<file path="src/rtl/ifq_pkg.sv">
// Shared types for the instruction fetch queue: FSM states, bubble word and queue entry.
package ifq_pkg;

    typedef enum logic {
        IFQ_RUN,
        IFQ_DRAIN
    } ifq_state_e;

    localparam logic [31:0] IFQ_BUBBLE = 32'h0;

    typedef struct packed {
        logic [31:0] pc;
        logic [31:0] data;
    } ifq_entry_t;

endpackage

</file>
<file path="src/rtl/ifq_fifo.sv">
// Generic synchronous FIFO with a synchronous flush; the head word is visible combinationally.
module ifq_fifo #(
    parameter int WIDTH = 32,
    parameter int DEPTH = 4
) (
    input  logic                   clk,
    input  logic                   rstn,
    input  logic                   clear,
    input  logic                   push,
    input  logic [WIDTH-1:0]       push_data,
    input  logic                   pop,
    output logic [WIDTH-1:0]       head,
    output logic [$clog2(DEPTH):0] count,
    output logic                   full,
    output logic                   empty
);
    localparam int AW = $clog2(DEPTH);

    logic [WIDTH-1:0] mem [DEPTH];
    logic [AW-1:0]    rd_ptr;
    logic [AW-1:0]    wr_ptr;
    logic             do_push;
    logic             do_pop;

    assign empty   = (count == '0);
    assign full    = (count == (AW + 1)'(DEPTH));
    assign do_pop  = pop && !empty;
    assign do_push = push && (!full || do_pop);
    assign head    = mem[rd_ptr];

    // NOTE: registered state is written with non-blocking assignments so every flop samples pre-edge values.
    always_ff @(posedge clk or negedge rstn) begin
        if (!rstn) begin
            rd_ptr <= '0;
            wr_ptr <= '0;
            count  <= '0;
        end else if (clear) begin
            rd_ptr <= '0;
            wr_ptr <= '0;
            count  <= '0;
        end else begin
            if (do_push) wr_ptr <= wr_ptr + 1'b1;
            if (do_pop)  rd_ptr <= rd_ptr + 1'b1;
            count <= count + (AW + 1)'(do_push) - (AW + 1)'(do_pop);
        end
    end

    // NOTE: the storage array has no reset; count gates every read, so clearing it buys nothing.
    always_ff @(posedge clk) begin
        if (do_push && !clear) mem[wr_ptr] <= push_data;
    end

endmodule

</file>
<file path="src/rtl/ifetch_queue.sv">
// Instruction fetch queue: issues ordered fetches, buffers returned words and flushes on redirect.
// Optional same-cycle response bypass when built with IFQ_BYPASS_EN defined.
module ifetch_queue
    import ifq_pkg::*;
#(
    parameter int          DEPTH           = 4,
    parameter int          MAX_OUTSTANDING = 2,
    parameter logic [31:0] RESET_PC        = 32'h0
) (
    input  logic        clk,
    input  logic        rstn,
    output logic        mem_req_valid,
    input  logic        mem_req_ready,
    output logic [31:0] mem_req_addr,
    input  logic        mem_rsp_valid,
    input  logic [31:0] mem_rsp_data,
    output logic        inst_valid,
    input  logic        inst_ready,
    output logic [31:0] inst_pc,
    output logic [31:0] inst_data,
    input  logic        redirect,
    input  logic [31:0] redirect_pc
);
    localparam int CW = $clog2(DEPTH) + 1;

    ifq_state_e    state, state_next;
    logic [CW-1:0] discard_cnt, discard_next;
    logic [CW-1:0] q_count, outstanding;
    logic [31:0]   fetch_pc, pc_head;
    ifq_entry_t    q_head, q_in;
    logic          q_full, q_empty, pc_full, pc_empty;
    logic          room, slot, req_fire;
    logic          rsp_err, rsp_ok, rsp_live, rsp_stale;
    logic          bypass, q_push, q_pop;

    // Outstanding counts only live requests; stale ones are tracked by discard_cnt.
    assign room          = ({1'b0, q_count} + {1'b0, outstanding}) < (CW + 1)'(DEPTH);
    assign slot          = ({1'b0, outstanding} + {1'b0, discard_cnt}) < (CW + 1)'(MAX_OUTSTANDING);
    assign mem_req_valid = rstn && !redirect && room && slot && !pc_full;
    assign mem_req_addr  = fetch_pc;
    assign req_fire      = mem_req_valid && mem_req_ready;

    assign rsp_err   = mem_rsp_valid && (state == IFQ_RUN) && (pc_empty || q_full);
    assign rsp_ok    = mem_rsp_valid && !rsp_err;
    assign rsp_stale = rsp_ok && (state == IFQ_DRAIN);
    assign rsp_live  = rsp_ok && (state == IFQ_RUN);

`ifdef IFQ_BYPASS_EN
    assign bypass = rsp_live && q_empty && !redirect;
`else
    assign bypass = 1'b0;
`endif

    assign inst_valid = !redirect && (!q_empty || bypass);
    assign inst_pc    = !inst_valid ? 32'h0      : (q_empty ? pc_head      : q_head.pc);
    assign inst_data  = !inst_valid ? IFQ_BUBBLE : (q_empty ? mem_rsp_data : q_head.data);
    assign q_pop      = inst_valid && inst_ready && !q_empty;
    assign q_push     = rsp_live && !redirect && !(bypass && inst_ready);
    assign q_in       = '{pc: pc_head, data: mem_rsp_data};

    ifq_fifo #(.WIDTH($bits(ifq_entry_t)), .DEPTH(DEPTH)) u_queue (
        .clk       (clk),
        .rstn      (rstn),
        .clear     (redirect),
        .push      (q_push),
        .push_data (q_in),
        .pop       (q_pop),
        .head      (q_head),
        .count     (q_count),
        .full      (q_full),
        .empty     (q_empty)
    );

    ifq_fifo #(.WIDTH(32), .DEPTH(DEPTH)) u_pc_fifo (
        .clk       (clk),
        .rstn      (rstn),
        .clear     (redirect),
        .push      (req_fire),
        .push_data (fetch_pc),
        .pop       (rsp_live),
        .head      (pc_head),
        .count     (outstanding),
        .full      (pc_full),
        .empty     (pc_empty)
    );

    // NOTE: every always_comb output is given a default first so no path can infer a latch.
    always_comb begin
        state_next   = state;
        discard_next = discard_cnt;
        if (redirect) begin
            discard_next = outstanding + discard_cnt - CW'(rsp_ok);
            state_next   = (discard_next != '0) ? IFQ_DRAIN : IFQ_RUN;
        end else if (rsp_stale) begin
            discard_next = discard_cnt - 1'b1;
            if (discard_next == '0) state_next = IFQ_RUN;
        end
    end

    always_ff @(posedge clk or negedge rstn) begin
        if (!rstn) begin
            state       <= IFQ_RUN;
            discard_cnt <= '0;
            fetch_pc    <= RESET_PC & ~32'h3;
        end else begin
            state       <= state_next;
            discard_cnt <= discard_next;
            if (redirect)      fetch_pc <= redirect_pc & ~32'h3;
            else if (req_fire) fetch_pc <= fetch_pc + 32'd4;
        end
    end

    // A response with nothing live in flight, or into a full queue, breaks the memory protocol.
    a_rsp_protocol: assert property (@(posedge clk) disable iff (!rstn) !rsp_err);

endmodule

</file>
<file path="config.mk">
export PLATFORM = sky130hd
export DESIGN_NAME = ifetch_queue
export DESIGN_NICKNAME = d
export VERILOG_FILES = /design/src/rtl/ifq_pkg.sv /design/src/rtl/ifq_fifo.sv /design/src/rtl/ifetch_queue.sv
export SDC_FILE = /design/constraint.sdc
export NUM_CORES = 1
export LEC_CHECK = 0
export CAP_MARGIN = 30
export CELL_PAD_IN_SITES_DETAIL_PLACEMENT = 0
export CELL_PAD_IN_SITES_GLOBAL_PLACEMENT = 2
export CORE_MARGIN = 2
export CORE_UTILIZATION = 43
export CTS_CLUSTER_SIZE = 12
export DETAILED_ROUTE_END_ITERATION = 6
export GPL_TIMING_DRIVEN = 0
export PLACE_DENSITY = 0.89
export RECOVER_POWER = 25
export SYNTH_ARGS = -nofsm -noshare
export SYNTH_HDL_FRONTEND = slang
export SYNTH_SLANG_ARGS = --single-unit
</file>
<file path="constraint.sdc">
create_clock -name clk -period 8.2 [get_ports clk]
set_clock_uncertainty 0.2 [all_clocks]
set_input_delay 2.46 -clock clk [delete_from_list [all_inputs] [get_ports clk]]
set_output_delay 2.46 -clock clk [all_outputs]
set_load 0.005 [all_outputs]
</file>
==> key figures, run 1 <==
Critical path
  • Max stage delay on crit path: 540 ps
  • CP startpoint kind: primary input
  • CP bufs+invs: 4
  • RR Endpoint: u_pc_fifo.mem[2][14]
  • Crit-path most repeated cell: clkbuf_1
  • Launch point of the worst path: redirect
  • R2r worst-path depth: 8
  • Crit-path max FO: 10
  • Critical path endpoint category: primary output
  • Kind of cell adding the most delay to the critical path: buffers and inverters
  • Slowest CP cell: clkbuf_1
  • Capture point of the worst path: inst_pc[15]
  • Stages on the worst setup path: 6
  • R2r startpoint: u_pc_fifo.count[1]
  • Worst reg-to-reg setup slack: 4540 ps
  • Setup CP Type: in2out
  • Data arrival, critical path: 4550 ps
  • Worst EP required: 5540 ps
  • Critical-path cell list: buf_6, nor2_1, clkbuf_1, clkbuf_1, and2_1, clkdlybuf4s50_1

Placed design
  • DP Worst Slack: 866 ps
  • I/O Buffers: 160
  • Routability cong.: 0.792
  • Placed cell area: 0.0193 mm^2
  • DP Wirelength: 23,400 um
  • Placed cells: 1,611

Floorplanning
  • Core Area: 0.0387 mm^2
  • Starting density of the core: 43.6%
  • I/O pin total: 168
  • Row count: 72
  • Die Ht: 202 um
  • Die area: 0.0409 mm^2
  • Die Wd: 202 um

Global route
  • Initial antenna violation count: 0
  • Number of global-route vias before repair: 9,193
  • GRT Util Overall: 17.6%
  • First-pass GRT wire length: 54,200 um
  • Largest net degree at the start of global routing: 59
  • Global route overflow: 0

Synth
  • Syn_area_per_cell: 18.3 um^2
  • Post-synthesis register bit count: 416
  • Ranking of synthesized cells by area: edfxtp_1, mux4_2, dfrtp_1, and2_1, ha_1
  • FFs w/ async S/R, synth: 11.5%
  • Cells after Synth: 924
  • Post-synth top area cell: edfxtp_1
  • EDFF count, synth: 368
  • Library cells used by synthesis: 57
  • Mapped Area: 0.0169 mm^2
  • Post-synthesis sequential area ratio: 72.5%
  • Ys Warns: 0
  • Yosys top cell area share: 65.4%
  • Main flop type after synthesis: edfxtp_1

Layout
  • Post-layout nets: 1,234
  • Layout cell share with drive strength beyond 1: 15.5%
  • Most common cell after layout, fill and taps aside: edfxtp_1
  • Core Util, Final: 53.3%
  • Non-Filler Instances: 1,687
  • Fin area: 0.0207 mm^2
  • Area delta synth->final: 22.2%
  • # diodes: 0
  • Commonest cells after routing, fill and taps aside: edfxtp_1, clkdlybuf4s50_1, mux4_2

Status
  • Status: finished, final reports clean

STA
  • RSZ-0062 raised after global routing: false
  • Slew margin rel.: 37.8%
  • Max-slew violations: 0
  • Post-route worst setup slack: 988 ps
  • Setup Viol. Count Final: 0
  • Fin crit period: 7210 ps
  • Worst Tran Pin Value: 933 ps
  • Tcrit/Tclk final: 87.9%
  • Hold Vio Cnt, Final: 0
  • Worst hold slack: 332 ps
  • Max Freq: 139 MHz

Flow run
  • Max-Cap Viols: 0

Clocking
  • Longest Clk Path Bufs: 3
  • Root buf cell: clkbuf_16
  • # H-tree levels: 2
  • Buffers inserted by post-CTS timing repair: 0
  • CTS resizes: 0
  • TritonCTS clock tree: yes
  • Cts hold-fix bufs: 0
  • CTS Buf Count: 43
  • CTS sink cnt: 416
  • Latest clock arrival within the worst-skew pair: 550 ps
  • Clk slew on worst S/H paths: 60 ps

Pwr
  • Pwr dens: 249 mW/mm^2
  • Leakage: 0.00673 uW
  • Peak supply drop: 139 uV

Min path
  • Hold WC Path Type: reg2reg

Drt
  • Drt total wl: 35,900 um
  • # DRC: 0
  • DR WL/cell: 21.3 um
  • Vias per cell: 5.31
  • Initial detailed-routing violation count: 598
  • Routed via count: 8,954
  • DRT Pass-1 Iters: 5
  • Post-route ant nets: 0
==> cell usage after synthesis, drive strengths merged, types with 2 or more instances <==
cell	n
edfxtp	368
mux4	92
and2	76
dfrtp	48
nand2	48
clkbuf	30
o21ai	28
ha	22
inv	22
nand3	20
buf	19
nor2	19
xnor2	17
nand4	9
nor4	9
or3	9
nor3	8
and3	7
a31oi	6
xor2	6
and4	5
o31ai	5
a21oi	4
fa	4
nor2b	4
nor4b	4
or4	4
a21o	3
nand2b	3
o211ai	3
a21boi	2
mux2	2
mux2i	2
o21a	2
==> where the power goes <==
| part | total (uW) | switching (uW) | leakage [uW] | internal (uW) |
|---|---|---|---|---|
| combinational | 816 | 379 | 0.00217 | 438 |
| sequential | 2460 | 81.0 | 0.00391 | 2380 |
| clock | 1870 | 766 | 0.000647 | 1100 |
==> worst min-delay path by stage <==
stage | cells past startpoint | from | end
after floorplan | 1 | u_pc_fifo.wr_ptr[0] | u_pc_fifo.wr_ptr[0]
after global placement | 1 | u_pc_fifo.wr_ptr[0] | u_pc_fifo.wr_ptr[0]
after detailed placement | 1 | u_pc_fifo.wr_ptr[0] | u_pc_fifo.wr_ptr[0]
after CTS | 1 | u_pc_fifo.wr_ptr[0] | u_pc_fifo.wr_ptr[0]
after global routing | 1 | u_pc_fifo.wr_ptr[0] | u_pc_fifo.wr_ptr[0]
final | 1 | u_pc_fifo.wr_ptr[0] | u_pc_fifo.wr_ptr[0]
==> worst reg2reg max path, stage by stage, from the launching register on <==
cell and delay, ps:
dfrtp_1 500, inv_1 150, fa_1 510, and4bb_2 240
o2111ai_1 150, or3_1 330, clkbuf_1 220, inv_2 220
and2_2 750
==> registers in the layout, summed over array words and instances (netlist names) <==
signal,count
u_queue.mem,248
u_pc_fifo.mem,120
mem_req_addr,30
discard_cnt,3
u_pc_fifo.count,3
u_queue.count,3
u_pc_fifo.rd_ptr,2
u_pc_fifo.wr_ptr,2
u_queue.rd_ptr,2
u_queue.wr_ptr,2
state,1
==> per-stage QoR <==
stage,total power (uW),setup TNS (ps)
6_report,5150,0
5_1_grt,5360,0
4_1_cts,5200,0
3_5_place_dp,3340,0
3_3_place_gp,3320,-806
2_1_floorplan,2960,0
==> cell type report <==
class | instances | area, um^2
flip-flops and latches | 416 | 12300
clock buffers | 64 | 1200
clock inverters | 12 | 144
fillers | 3066 | 18100
multi-input cells | 439 | 4380
plain buffers | 49 | 215
repair buffers | 166 | 1730
well taps | 518 | 648
inverters | 23 | 86.3
==> kinds of logic (layout without fill, tap and decap cells) <==
family / after synthesis / in the layout / share of synthesized area [%]
flops: 416 / 416 / 72.5
simple gates: 227 / 227 / 7.55
mux: 96 / 96 / 12.5
buf+inv: 72 / 314 / 1.78
compound gates: 63 / 63 / 2.35
fa+ha+maj: 26 / 26 / 2.10
xor+xnor: 23 / 23 / 1.19
other cells: 1 / 4 / 0.0222
==> per-layer routing <==
metal,global-route usage [%],vias up,routed length (um)
met5,0,-,0
met4,4.85,0,593
met3,3.40,41,1980
met2,29.3,295,17900
met1,23.7,4552,15500
li1,-,4066,-
Note: power is estimated with default switching activity, not from simulation.
==> run 2: changes to the inputs <==
--- a/config.mk
+++ b/config.mk
@@ -5,6 +5,7 @@
 export SDC_FILE = /design/constraint.sdc
 export NUM_CORES = 1
 export LEC_CHECK = 0
+export ABC_CLOCK_PERIOD_IN_PS = 8200
 export CAP_MARGIN = 30
 export CELL_PAD_IN_SITES_DETAIL_PLACEMENT = 0
 export CELL_PAD_IN_SITES_GLOBAL_PLACEMENT = 2
@@ -13,6 +14,7 @@
 export CTS_CLUSTER_SIZE = 12
 export DETAILED_ROUTE_END_ITERATION = 6
 export GPL_TIMING_DRIVEN = 0
+export MAX_ROUTING_LAYER = met4
 export PLACE_DENSITY = 0.89
 export RECOVER_POWER = 25
 export SYNTH_ARGS = -nofsm -noshare
==> key figures, run 2 (synthesis gave the netlist of run 1 again) <==
Drt
  • Routed via count: 8,944 (was 8,954)
  • DRT Pass-1 Iters: 5 (unchanged)
  • DR WL/cell: 21.3 um (about the same)
  • # DRC: 0 (unchanged)
  • Initial detailed-routing violation count: 634 (was 598)
  • Post-route ant nets: 0 (unchanged)
  • Drt total wl: 35,900 um (about the same)
  • Vias per cell: 5.30 (was 5.31)

STA
  • Worst Tran Pin Value: 954 ps (was 933 ps)
  • Slew margin rel.: 36.3% (was 37.8%)
  • Setup Viol. Count Final: 0 (unchanged)
  • Post-route worst setup slack: 996 ps (was 988 ps)
  • Hold Vio Cnt, Final: 0 (unchanged)
  • Max Freq: 139 MHz (about the same)
  • Max-slew violations: 0 (unchanged)
  • Fin crit period: 7200 ps (was 7210 ps)
  • RSZ-0062 raised after global routing: false (unchanged)
  • Tcrit/Tclk final: 87.9% (about the same)

Floorplanning
  • Core Area: 0.0387 mm^2 (unchanged)
  • Die area: 0.0409 mm^2 (unchanged)
  • Row count: 72 (unchanged)
  • Die Wd: 202 um (unchanged)
  • Starting density of the core: 43.6% (unchanged)
  • I/O pin total: 168 (unchanged)
  • Die Ht: 202 um (unchanged)

Clocking
  • Buffers inserted by post-CTS timing repair: 0 (unchanged)
  • CTS resizes: 0 (unchanged)
  • Longest Clk Path Bufs: 3 (unchanged)
  • TritonCTS clock tree: yes (unchanged)
  • Root buf cell: clkbuf_16 (unchanged)
  • CTS sink cnt: 416 (unchanged)
  • # H-tree levels: 2 (unchanged)
  • CTS Buf Count: 43 (unchanged)
  • Clk slew on worst S/H paths: 50 ps (was 60 ps)
  • Cts hold-fix bufs: 0 (unchanged)
  • Latest clock arrival within the worst-skew pair: 550 ps (about the same)

Global route
  • First-pass GRT wire length: 54,300 um (was 54,200 um)
  • Initial antenna violation count: 0 (unchanged)
  • Global route overflow: 0 (unchanged)
  • GRT Util Overall: 18.1% (was 17.6%)
  • Number of global-route vias before repair: 9,170 (was 9,193)
  • Largest net degree at the start of global routing: 59 (unchanged)

Placed design
  • I/O Buffers: 160 (unchanged)
  • DP Wirelength: 23,400 um (unchanged)
  • Routability cong.: 0.805 (was 0.792)
  • DP Worst Slack: 866 ps (unchanged)

Critical path
  • Max stage delay on crit path: 550 ps (was 540 ps)
  • Crit-path most repeated cell: clkbuf_1 (unchanged)
  • Launch point of the worst path: redirect (unchanged)
  • Data arrival, critical path: 4540 ps (was 4550 ps)
  • Critical-path cell list: buf_6, nor2_1, clkbuf_1, clkbuf_1, and2_1, clkdlybuf4s50_1 (unchanged)
  • Critical path endpoint category: primary output (unchanged)
  • R2r startpoint: u_pc_fifo.count[1] (unchanged)
  • Crit-path max FO: 10 (unchanged)
  • Worst EP required: 5540 ps (about the same)
  • Worst reg-to-reg setup slack: 4520 ps (was 4540 ps)
  • Setup CP Type: in2out (unchanged)
  • Slowest CP cell: clkdlybuf4s50_1 (was clkbuf_1)
  • CP startpoint kind: primary input (unchanged)

Layout
  • Register with the most flip-flops: u_queue.mem (unchanged)
  • Area delta synth->final: 22.2% (unchanged)
  • Layout cell share with drive strength beyond 1: 15.5% (unchanged)
  • Core Util, Final: 53.3% (unchanged)
  • # diodes: 0 (unchanged)
  • Post-layout nets: 1,234 (unchanged)
  • Fill cell total of the finished layout: 3,066 (unchanged)
  • Commonest cells after routing, fill and taps aside: edfxtp_1, clkdlybuf4s50_1, mux4_2 (unchanged)
  • Most common cell after layout, fill and taps aside: edfxtp_1 (unchanged)
  • Max reg flops: 248 (unchanged)

Pwr
  • Leakage: 0.00673 uW (unchanged)
  • Peak supply drop: 139 uV (about the same)
  • Pwr dens: 249 mW/mm^2 (about the same)

Flow run
  • Max-Cap Viols: 0 (unchanged)

Min path
  • Hold path startpoint: u_pc_fifo.wr_ptr[0] (unchanged)
  • Hold WC Path Type: reg2reg (unchanged)

Status
  • Status: finished, final reports clean (unchanged)
-- run 2: critical path: cells and delay by family --
family                 cells  cell delay [ps]
buffers and inverters      4             1580
and+or+nand+nor            2              510
-- run 2: final cells by class --
cell class	count	area (um^2)	share of cell area [%]
flip-flops and latches	416	12300	59.3
plain buffers	49	215	1.04
repair buffers	166	1730	8.38
clock buffers	64	1200	5.79
well taps	518	648	3.14
inverters	23	86.3	0.418
multi-input cells	439	4380	21.2
clock inverters	12	144	0.697
-- run 2: power by group --
| group | internal, uW | switching (uW) |
|---|---|---|
| Clock | 1100 | 765 |
| Combinational | 437 | 378 |
| Sequential | 2380 | 80.4 |
-- run 2: through the flow --
step	setup TNS, ps	hold WS, ps	std cells	cell area (um^2)	power (uW)
after floorplan	0	303	927	16900	2960
after global placement	-806	323	1605	19200	3320
after detailed placement	0	327	1611	19300	3340
after CTS	0	335	1687	20700	5200
after global routing	0	358	1687	20700	5360
final	0	330	1687	20700	5150
-- run 2: layer usage --
layer | vias up | share of wire (%) | track usage, %
met5 | - | 0 | -
met4 | 0 | 1.6 | 4.85
met3 | 40 | 5.9 | 3.16
met2 | 292 | 49 | 29.2
met1 | 4549 | 43 | 24.1
li1 | 4063 | - | -
-- run 2: worst paths after layout --
| kind | endpoint | depth (start not counted) |
|---|---|---|
| max in group asynchronous | mem_req_addr[16] | 2 |
| worst max-delay path | inst_pc[23] | 6 |
| worst min-delay path | u_pc_fifo.wr_ptr[0] | 1 |
| worst min register to register | u_pc_fifo.wr_ptr[0] | 1 |
| worst max register to register | u_pc_fifo.mem[2][14] | 8 |
| min in group asynchronous | mem_req_addr[25] | 1 |
==> run 3: changes to the inputs <==
--- a/config.mk
+++ b/config.mk
@@ -5,17 +5,17 @@
 export SDC_FILE = /design/constraint.sdc
 export NUM_CORES = 1
 export LEC_CHECK = 0
-export ABC_CLOCK_PERIOD_IN_PS = 8200
+export ABC_CLOCK_PERIOD_IN_PS = 6400
 export CAP_MARGIN = 30
 export CELL_PAD_IN_SITES_DETAIL_PLACEMENT = 0
 export CELL_PAD_IN_SITES_GLOBAL_PLACEMENT = 2
-export CORE_MARGIN = 2
-export CORE_UTILIZATION = 43
+export CORE_MARGIN = 1
+export CORE_UTILIZATION = 39
 export CTS_CLUSTER_SIZE = 12
 export DETAILED_ROUTE_END_ITERATION = 6
 export GPL_TIMING_DRIVEN = 0
 export MAX_ROUTING_LAYER = met4
-export PLACE_DENSITY = 0.89
+export PLACE_DENSITY = 0.87
 export RECOVER_POWER = 25
 export SYNTH_ARGS = -nofsm -noshare
 export SYNTH_HDL_FRONTEND = slang
==> constraint.sdc (replaced) <==
create_clock -name clk -period 6.4 [get_ports clk]
set_clock_uncertainty 0.2 [all_clocks]
set_input_delay 1.92 -clock clk [delete_from_list [all_inputs] [get_ports clk]]
set_output_delay 1.92 -clock clk [all_outputs]
set_load 0.005 [all_outputs]
==> key figures, run 3 (synthesis gave the netlist of run 1 again) <==
Pwr
  • Peak supply drop: 202 uV (was 139 uV)
  • Clock power frac: 35.8% (was 36.3%)
  • Sw Ratio: 24.0% (was 23.8%)
  • Int Power: 4990 uW (was 3920 uW)
  • Pwr dens: 317 mW/mm^2 (was 249 mW/mm^2)
  • Sequential group share of total power: 48.1% (was 47.9%)
  • Comb power frac: 16.1% (was 15.8%)
  • P_sw: 1580 uW (was 1220 uW)
  • Leakage: 0.00672 uW (was 0.00673 uW)

STA
  • Max Freq: 162 MHz
  • Post-route worst setup slack: 216 ps (was 996 ps)
  • Fin crit period: 6180 ps
  • TNS Setup: 0 ps (unchanged)
  • Setup Viol. Count Final: 0 (unchanged)
  • Tcrit/Tclk final: 96.6%
  • Hold Vio Cnt, Final: 0 (unchanged)
  • Worst Tran Pin Value: 1600 ps (was 954 ps)
  • Worst hold slack: 341 ps (was 330 ps)
  • RSZ-0062 raised after global routing: false (unchanged)
  • Max-slew violations: 29 (was 0)
  • Slew margin rel.: -6.60% (was 36.3%)

Clocking
  • TritonCTS clock tree: yes (unchanged)
  • CTS resizes: 0 (unchanged)
  • Latest clock arrival within the worst-skew pair: 560 ps (was 550 ps)
  • Clk slew on worst S/H paths: 60 ps (was 50 ps)
  • Buffers inserted by post-CTS timing repair: 0 (unchanged)
  • CTS sink cnt: 416 (unchanged)
  • Cts hold-fix bufs: 0 (unchanged)
  • Root buf cell: clkbuf_16 (unchanged)
  • CTS Buf Count: 43 (unchanged)
  • # H-tree levels: 2 (unchanged)
  • Longest Clk Path Bufs: 3 (unchanged)

Critical path
  • Setup CP Type: in2out (unchanged)
  • Worst reg-to-reg setup slack: 2660 ps (was 4520 ps)
  • Critical path endpoint category: primary output (unchanged)
  • R2r worst-path depth: 8 (unchanged)
  • Data arrival, critical path: 4060 ps (was 4540 ps)
  • Worst EP required: 4280 ps (was 5540 ps)
  • CP startpoint kind: primary input (unchanged)
  • RR Endpoint: u_pc_fifo.mem[1][28] (was u_pc_fifo.mem[2][14])
  • R2r startpoint: u_pc_fifo.count[1] (unchanged)
  • Crit-path max FO: 10 (unchanged)

Drt
  • DRT Pass-1 Iters: 5 (unchanged)
  • Post-route ant nets: 0 (unchanged)
  • Routed via count: 8,916 (was 8,944)
  • # DRC: 0 (unchanged)
  • Drt total wl: 35,800 um (was 35,900 um)
  • DR WL/cell: 20.5 um (was 21.3 um)
  • Initial detailed-routing violation count: 655 (was 634)
  • Vias per cell: 5.10 (was 5.30)

Global route
  • First-pass GRT wire length: 55,100 um (was 54,300 um)
  • Met2 Use GR: 26.9% (was 29.2%)
  • Met3 Use GR: 2.31% (was 3.16%)
  • Number of global-route vias before repair: 9,314 (was 9,170)
  • GRT Util Overall: 17.1% (was 18.1%)
  • Largest net degree at the start of global routing: 50 (was 59)
  • Met1 Usage GRT: 23.4% (was 24.1%)
  • Global route overflow: 0 (unchanged)
  • Initial antenna violation count: 0 (unchanged)
  • Gr busiest metal: met2 (unchanged)

Floorplanning
  • I/O pin total: 168 (unchanged)
  • Die Ht: 210 um (was 202 um)
  • Die area: 0.0442 mm^2 (was 0.0409 mm^2)
  • Starting density of the core: 39.9% (was 43.6%)
  • Die Wd: 210 um (was 202 um)
  • Core Area: 0.0423 mm^2 (was 0.0387 mm^2)
  • Row count: 75 (was 72)

Layout
  • Post-layout nets: 1,235 (was 1,234)
  • Most common cell after layout, fill and taps aside: edfxtp_1 (unchanged)
  • Commonest cells after routing, fill and taps aside: edfxtp_1, clkdlybuf4s50_1, mux4_2 (unchanged)
  • Register with the most flip-flops: u_queue.mem (unchanged)
  • # diodes: 0 (unchanged)
  • Fin area: 0.0207 mm^2 (about the same)
  • Layout cell share with drive strength beyond 1: 15.6% (was 15.5%)
  • Area delta synth->final: 22.5% (was 22.2%)
  • Max reg flops: 248 (unchanged)

Min path
  • Worst hold endpoint: u_pc_fifo.wr_ptr[0] (unchanged)
  • Hold WC Path Type: reg2reg (unchanged)
  • Hold path startpoint: u_pc_fifo.wr_ptr[0] (unchanged)
  • Hold path depth: 1 (unchanged)

Placed design
  • I/O Buffers: 160 (unchanged)
  • DP Wirelength: 23,500 um (was 23,400 um)
  • Placed cell area: 0.0194 mm^2 (was 0.0193 mm^2)
  • DP Worst Slack: 161 ps (was 866 ps)
  • Routability cong.: 0.807 (was 0.805)

Flow run
  • Max-Cap Viols: 1 (was 0)

Status
  • Failing checks: max-capacitance violations, max-slew violations
  • Status: complete, but fails checks (was finished, final reports clean)
run 3: critical path: stages:
cell             delay (ps)
buf_6                   120
nor2_1                  260
clkbuf_1                590
clkbuf_1                400
and2_1                  190
clkdlybuf4s50_1         570
run 3: worst max-delay path by stage:
stage,startpoint,to,cells past startpoint
finish,redirect,inst_pc[24],6
global route,redirect,inst_pc[24],6
CTS,redirect,inst_pc[24],6
detailed placement,redirect,inst_pc[24],6
global placement,rstn,mem_req_valid,5
floorplan,redirect,u_queue.mem[0][0],3
run 3: metrics by stage:
stage | utilization, % | std cells | total power [uW]
2_1_floorplan | - | 927 | 3790
3_3_place_gp | 45.5 | 1664 | 4260
3_5_place_dp | 45.8 | 1671 | 4290
4_1_cts | 49.0 | 1747 | 6660
5_1_grt | 48.9 | 1747 | 6850
6_report | 48.9 | 1747 | 6570
run 3: area by class of cell:
cell class	instances	area, um^2
Tap cell	577	722
Fill cell	3488	21600
Timing Repair Buffer	167	1730
Inverter	23	86.3
Clock buffer	65	1200
Clock inverter	11	120
Sequential cell	416	12300
Multi-Input combinational cell	439	4380
Buffer	49	215
run 3: power groups by stage:
stage / clock (uW) / combinational (uW) / sequential, uW
detailed placement: 0 / 1080 / 3210
finish: 2350 / 1060 / 3160
floorplan: 0 / 616 / 3170
CTS: 2420 / 1080 / 3150
global route: 2520 / 1170 / 3170
global placement: 0 / 1060 / 3210
run 3: layer usage:
layer	vias up	wire length, um
li1	4066	-
met1	4559	16400
met2	239	17100
met3	52	1510
met4	0	741
met5	-	0
